File: config.mk
export PLATFORM = sky130hd
export DESIGN_NAME = stripes_weight_serializer_flat
export DESIGN_NICKNAME = d
export VERILOG_FILES = /design/src/rtl/stripes_ser_pkg.sv /design/src/rtl/stripes_weight_serializer_if.sv /design/src/rtl/stripes_col_mask.sv /design/src/rtl/stripes_weight_serializer.sv /design/src/flat_wrapper.sv
export SDC_FILE = /design/constraint.sdc
export NUM_CORES = 1
export LEC_CHECK = 0
export BUFFER_PORTS_ARGS = -buffer_cell sky130_fd_sc_hd__buf_4
export CAP_MARGIN = 15
export CORE_MARGIN = 8
export CORE_UTILIZATION = 53
export CTS_CLUSTER_SIZE = 10
export DETAILED_ROUTE_END_ITERATION = 8
export GPL_TIMING_DRIVEN = 0
export PLACE_DENSITY = 0.79
export SLEW_MARGIN = 20
export SYNTH_ARGS = -nofsm -noshare
export SYNTH_HDL_FRONTEND = slang
export SYNTH_SLANG_ARGS = --single-unit
File: constraint.sdc
create_clock -name clk -period 2.7 [get_ports clk]
set_input_delay 0 -clock clk [delete_from_list [all_inputs] [get_ports clk]]
set_output_delay 0 -clock clk [all_outputs]
set_load 0.005 [all_outputs]
File: src/rtl/stripes_ser_pkg.sv
// rtl/stripes_ser_pkg.sv - shared types and column-search helpers for the Stripes weight serializer
package stripes_ser_pkg;

  localparam int COL_IDX_W = 3;

  typedef enum logic [1:0] {
    IDLE,
    ISSUE,
    DRAIN
  } ser_state_t;

  // Lowest set bit index; an empty mask maps to column 0 so it is still issued.
  function automatic logic [COL_IDX_W-1:0] lowest_set(input logic [7:0] m);
    lowest_set = '0;
    for (int i = 7; i >= 0; i--) begin
      if (m[i]) lowest_set = COL_IDX_W'(i);
    end
  endfunction

  function automatic logic [COL_IDX_W-1:0] highest_set(input logic [7:0] m);
    highest_set = '0;
    for (int i = 0; i < 8; i++) begin
      if (m[i]) highest_set = COL_IDX_W'(i);
    end
  endfunction

endpackage

File: src/rtl/stripes_weight_serializer_if.sv
// rtl/stripes_weight_serializer_if.sv - weight handshake and MAC drive bundle
interface stripes_weight_serializer_if #(
  parameter int DATA_WIDTH = 8,
  parameter int VEC_LENGTH = 16
);

  logic                                  w_valid;
  logic                                  w_ready;
  logic [DATA_WIDTH-1:0]                 w_data [VEC_LENGTH];
  logic                                  mac_en;
  logic                                  mac_load_accum;
  logic                                  mac_w_bit [VEC_LENGTH];
  logic [stripes_ser_pkg::COL_IDX_W-1:0] mac_column_idx;
  logic                                  mac_is_msb;
  logic                                  result_valid;
  logic                                  busy;

  modport master (
    output w_valid, w_data,
    input  w_ready, mac_en, mac_load_accum, mac_w_bit, mac_column_idx,
           mac_is_msb, result_valid, busy
  );

  modport slave (
    input  w_valid, w_data,
    output w_ready, mac_en, mac_load_accum, mac_w_bit, mac_column_idx,
           mac_is_msb, result_valid, busy
  );

endinterface

File: src/rtl/stripes_col_mask.sv
// rtl/stripes_col_mask.sv - column OR mask and next-nonzero-column search
// Only instantiated when STRIPES_SER_SKIP_ZERO_EN is defined.
module stripes_col_mask
  import stripes_ser_pkg::*;
#(
  parameter int DATA_WIDTH = 8,
  parameter int VEC_LENGTH = 16
) (
  input  logic [DATA_WIDTH-1:0] w_data [VEC_LENGTH],
  input  logic [DATA_WIDTH-1:0] mask_q,
  input  logic [COL_IDX_W-1:0]  cur_col,
  output logic [DATA_WIDTH-1:0] mask_in,
  output logic [COL_IDX_W-1:0]  first_col,
  output logic [COL_IDX_W-1:0]  next_col,
  output logic                  is_last
);

  logic [7:0] in8;
  logic [7:0] q8;
  logic [7:0] below;

  always_comb begin
    mask_in = '0;
    for (int j = 0; j < VEC_LENGTH; j++) begin
      mask_in = mask_in | w_data[j];
    end
    in8   = '0;
    q8    = '0;
    below = '0;
    for (int i = 0; i < DATA_WIDTH; i++) begin
      in8[i] = mask_in[i];
      q8[i]  = mask_q[i];
    end
    // Candidates for the next column are the nonzero ones strictly below the current one.
    for (int i = 0; i < 8; i++) begin
      below[i] = q8[i] && (i < int'(cur_col));
    end
    first_col = highest_set(in8);
    next_col  = highest_set(below);
    is_last   = (cur_col == lowest_set(q8));
  end

endmodule

File: src/rtl/stripes_weight_serializer.sv
// rtl/stripes_weight_serializer.sv - issues weight vectors to the Stripes MAC one bit-column per cycle
// Define STRIPES_SER_SKIP_ZERO_EN to skip columns that are zero across the whole vector.
module stripes_weight_serializer
  import stripes_ser_pkg::*;
#(
  parameter int DATA_WIDTH = 8,
  parameter int VEC_LENGTH = 16
) (
  input logic clk,
  input logic reset,
  stripes_weight_serializer_if.slave bus
);

  ser_state_t            state;
  logic [COL_IDX_W-1:0]  col;
  logic [DATA_WIDTH-1:0] weights [VEC_LENGTH];
  logic [DATA_WIDTH-1:0] w_in [VEC_LENGTH];
  logic                  first_col_q;
  logic                  load_q;
  logic [1:0]            vld_sr;
  logic [COL_IDX_W-1:0]  start_col;
  logic [COL_IDX_W-1:0]  next_col;
  logic                  last_col;
  logic                  handshake;

  always_comb begin
    for (int j = 0; j < VEC_LENGTH; j++) begin
      w_in[j] = bus.w_data[j];
    end
  end

`ifdef STRIPES_SER_SKIP_ZERO_EN
  logic [DATA_WIDTH-1:0] mask_in;
  logic [DATA_WIDTH-1:0] mask_q;

  stripes_col_mask #(
    .DATA_WIDTH(DATA_WIDTH),
    .VEC_LENGTH(VEC_LENGTH)
  ) u_col_mask (
    .w_data   (w_in),
    .mask_q   (mask_q),
    .cur_col  (col),
    .mask_in  (mask_in),
    .first_col(start_col),
    .next_col (next_col),
    .is_last  (last_col)
  );
`else
  assign start_col = COL_IDX_W'(DATA_WIDTH - 1);
  assign next_col  = col - COL_IDX_W'(1);
  assign last_col  = (col == '0);
`endif

  // Gated by reset so every output reads 0 while reset is held.
  assign bus.w_ready = reset && ((state != ISSUE) || last_col);
  assign handshake   = bus.w_valid && bus.w_ready;

  always_ff @(posedge clk or negedge reset) begin
    if (!reset) begin
      state       <= IDLE;
      col         <= '0;
      first_col_q <= 1'b0;
      load_q      <= 1'b0;
      vld_sr      <= '0;
      for (int j = 0; j < VEC_LENGTH; j++) begin
        weights[j] <= '0;
      end
`ifdef STRIPES_SER_SKIP_ZERO_EN
      mask_q      <= '0;
`endif
    end else begin
      // load_accum trails the first column by one cycle to cover the MAC psum_reg stage.
      load_q <= (state == ISSUE) && first_col_q;
      vld_sr <= {vld_sr[0], (state == ISSUE) && last_col};
      if (state == ISSUE) first_col_q <= 1'b0;
      if (handshake) begin
        state       <= ISSUE;
        col         <= start_col;
        first_col_q <= 1'b1;
        for (int j = 0; j < VEC_LENGTH; j++) begin
          weights[j] <= w_in[j];
        end
`ifdef STRIPES_SER_SKIP_ZERO_EN
        mask_q      <= mask_in;
`endif
      end else if (state == ISSUE) begin
        if (last_col) state <= DRAIN;
        else          col   <= next_col;
      end else begin
        state <= IDLE;
      end
    end
  end

  assign bus.mac_en         = (state != IDLE);
  assign bus.busy           = (state != IDLE);
  assign bus.mac_load_accum = load_q;
  assign bus.result_valid   = vld_sr[1];
  assign bus.mac_column_idx = (state == ISSUE) ? col : '0;
  assign bus.mac_is_msb     = (state == ISSUE) && (col == COL_IDX_W'(DATA_WIDTH - 1));

  always_comb begin
    for (int j = 0; j < VEC_LENGTH; j++) begin
      bus.mac_w_bit[j] = (state == ISSUE) && weights[j][col];
    end
  end

endmodule

File: src/flat_wrapper.sv
// flat-port wrapper written by rule: the top's interface ports become plain ports
module stripes_weight_serializer_flat import stripes_ser_pkg::*;
#(
  parameter int DATA_WIDTH = 8,
  parameter int VEC_LENGTH = 16
)
  (clk, reset, bus_w_valid, bus_w_data, bus_w_ready, bus_mac_en, bus_mac_load_accum, bus_mac_w_bit, bus_mac_column_idx, bus_mac_is_msb, bus_result_valid, bus_busy);
  stripes_weight_serializer_if #(.DATA_WIDTH(DATA_WIDTH), .VEC_LENGTH(VEC_LENGTH)) bus_i ();
  input logic clk;
  input logic reset;
  input wire logic [$bits(bus_i.w_valid)-1:0] bus_w_valid;
  input wire logic [$bits(bus_i.w_data)-1:0] bus_w_data;
  output wire logic [$bits(bus_i.w_ready)-1:0] bus_w_ready;
  output wire logic [$bits(bus_i.mac_en)-1:0] bus_mac_en;
  output wire logic [$bits(bus_i.mac_load_accum)-1:0] bus_mac_load_accum;
  output wire logic [$bits(bus_i.mac_w_bit)-1:0] bus_mac_w_bit;
  output wire logic [$bits(bus_i.mac_column_idx)-1:0] bus_mac_column_idx;
  output wire logic [$bits(bus_i.mac_is_msb)-1:0] bus_mac_is_msb;
  output wire logic [$bits(bus_i.result_valid)-1:0] bus_result_valid;
  output wire logic [$bits(bus_i.busy)-1:0] bus_busy;
  assign bus_i.w_valid = bus_w_valid;
  assign bus_i.w_data = {>>{bus_w_data}};
  assign bus_w_ready = bus_i.w_ready;
  assign bus_mac_en = bus_i.mac_en;
  assign bus_mac_load_accum = bus_i.mac_load_accum;
  assign bus_mac_w_bit = {>>{bus_i.mac_w_bit}};
  assign bus_mac_column_idx = bus_i.mac_column_idx;
  assign bus_mac_is_msb = bus_i.mac_is_msb;
  assign bus_result_valid = bus_i.result_valid;
  assign bus_busy = bus_i.busy;
  stripes_weight_serializer #(.DATA_WIDTH(DATA_WIDTH), .VEC_LENGTH(VEC_LENGTH)) u_core (.clk(clk), .reset(reset), .bus(bus_i));
endmodule
==> reports/qor.csv <==
metric,value,unit
GP Congestion,0.809,
Starting Density,54.7,%
Syn Area/Cell,14.2,um2
Power Density,1060,nW/um2
Max transition margin,49.5,%
first-pass GRT wire length,30600,um
remaining antenna violation count,0,
Syn Nets,577,
Post-DP Area,7650,um2
WHS,0.126,ns
Mapped Area,6270,um2
DR pass1 iterations,4,
Placed Cells,742,
Sink Count,137,
final worst path period need,2.62,ns
R2R setup slack,0.08,ns
Rows,39,
setup TNS,0,ns
ranking of synthesized cells by area,"dfrtp_1 55%, mux2_2 25%, mux2_1 9.7%",
sequential fraction of the synthesis area,54.6,%
area share of the largest cell type after synthesis,54.6,%
DRC,0,
crit path DAT,2.91,ns
final setup violation count,0,
CTS tree,done,
"Distinct cells, synth",24,
core area,11500,um2
Critical Path RT,2.99,ns
DR vias,5005,
"FF+latch count, synth",137,
port buffer count,155,
drt wl/cell,21.6,um
Lkg Pwr,4.30,nW
Slew @ Worst Pin,0.757,ns
H-tree levels,4,
Peak Freq,0.382,GHz
Hold WC Path Type,primary input to async pin,
Root Buffer,clkbuf_16,
DP HPWL,11900,um
width of the chip,125,um
clock tree buffer depth,2,
nets,881,
worst skew pair latency,0.42,ns
Die H,125,um
VDD IR max,0.902,mV
DIE AREA,15600,um2
"Slew Viols, Final",0,
Synthesis Warnings,0,
"commonest non-fill, non-tap cell in the layout",buf_4,
fin cells,904,
CTS clock-pin slew for the worst setup and hold paths,0.06,ns
initial antenna violation count,4,
layout cells sized above 1,45.8,%
r2r startpoint,u_core.col[0]$_DFFE_PN0P_,
CP startpoint kind,register,
"Period Utilization, post-route",97.0,%
synthesis-to-finish area growth,51.5,%
final WL,19600,um
worst-path fanout max,19,
cell count after synthesis,443,
DR vias/cell,5.54,
max cap viols,0,
most frequent cells in the layout,"156 x buf_4, 138 x mux2_2, 137 x dfrtp_1",
cell taking the most area after synthesis,dfrtp_1,
Setup WS pre-CTS,-0.194,ns
vias in the first global route,5838,
final worst slack,0.0797,ns
final hold viol count,0,
DR iter-0 viols,340,
skew final,0.00979,ns
Boundary Pins,156,
Crit. End Element,register,
gr usage total,25.1,%
grt total ovfl,0,
Setup crit start,u_core.col[0]$_DFFE_PN0P_,
largest net degree at the start of global routing,75,
Setup Crit Path Kind,register to register,
post-route cell area,9510,um2
Num CTS Buffers,17,
outcome,"finished, final reports clean",
## layout make-up
cell class,count,area [um2]
Sequential cell,137,3430
Multi-Input combinational cell,273,2660
Timing Repair Buffer,286,2510
Fill cell,582,1960
Clock buffer,26,509
Buffer,30,186
Tap cell,143,179
Clock inverter,3,15.0
Antenna cell,4,10.0
Inverter,2,7.51
## path summary, 6_finish.rpt
path                                                   end  depth (start not counted)
min                        u_core.weights[112]$_DFFE_PN0P_                          2
max in group asynchronous        u_core.col[0]$_DFFE_PN0P_                          3
min in group clk            u_core.weights[65]$_DFFE_PN0P_                          5
max                         u_core.weights[64]$_DFFE_PN0P_                          9
max reg2reg                 u_core.weights[64]$_DFFE_PN0P_                          9
min reg2reg                     u_core.vld_sr[1]$_DFF_PN0_                          0
## sequential cells by signal (all words and copies together) (netlist names)
name                       flops
u_core.state                   2
u_core.vld_sr                  2
u_core.weights               128
u_core.col                     3
u_core.bus.mac_load_accum      1
u_core.first_col_q             1
## power by group
group          leakage [nW]  switching [mW]  internal, mW
registers              1.63           0.569          3.09
clock network         0.262           0.807          1.28
logic                  2.41            1.90          2.45
## worst max-delay path: stages, from the launching register on
cell	delay (ns)
dfrtp_1	0.38
clkbuf_4	0.38
inv_1	0.18
ha_1	0.28
nor2b_2	0.19
o211ai_4	0.22
buf_12	0.15
buf_6	0.16
buf_4	0.19
mux2_1	0.35
## metal layers
metal / wire length [um] / GRT usage [%] / up-vias / part of all wire [%]
met5: 0 / 0 / - / 0
met4: 736 / 13.2 / 0 / 3.8
met3: 1170 / 6.81 / 61 / 6.0
met2: 10400 / 44.5 / 192 / 53
met1: 7250 / 26.9 / 2519 / 37
li1: - / - / 2233 / -
## cells in the mapped netlist
cell / number
o21ai_0: 3
nor2b_1: 1
buf_6: 6
nor2b_2: 1
nand2b_1: 4
o22ai_1: 32
nor2_1: 3
and2_1: 4
and3_1: 2
a21oi_1: 1
o211ai_1: 1
mux2_2: 138
clkbuf_1: 8
nor3_1: 17
o211ai_2: 1
nand2_1: 5
dfrtp_1: 137
buf_4: 2
or2_2: 2
a31oi_1: 1
buf_2: 15
mux2_1: 54
inv_1: 2
ha_1: 3
## cell families after synthesis
family / share of synthesized area (%)
DFF: 54.6
AOI/OAI and AO/OA: 3.93
buffers and inverters: 3.11
muxes: 34.5
adders and majority gates: 0.598
and+or+nand+nor: 3.27
## repair_timing
item / 4_1_cts / 5_1_grt
hold endpoints to repair: 207 / 0
setup buffers: 1 / 0
endpoints found under the setup margin: 131 / 125
hold buffers: 129 / 0
pin swaps: 1 / 0
resized for setup: 2 / 3
## through the flow
step / utilization [%] / power [mW]
2_1_floorplan: - / 6.18
6_report: 82.9 / 10.1
3_3_place_gp: 66.4 / 7.48
3_5_place_dp: 66.7 / 7.68
4_1_cts: 82.8 / 9.98
5_1_grt: 82.9 / 10.6
Power figures use the tool's default switching activity.
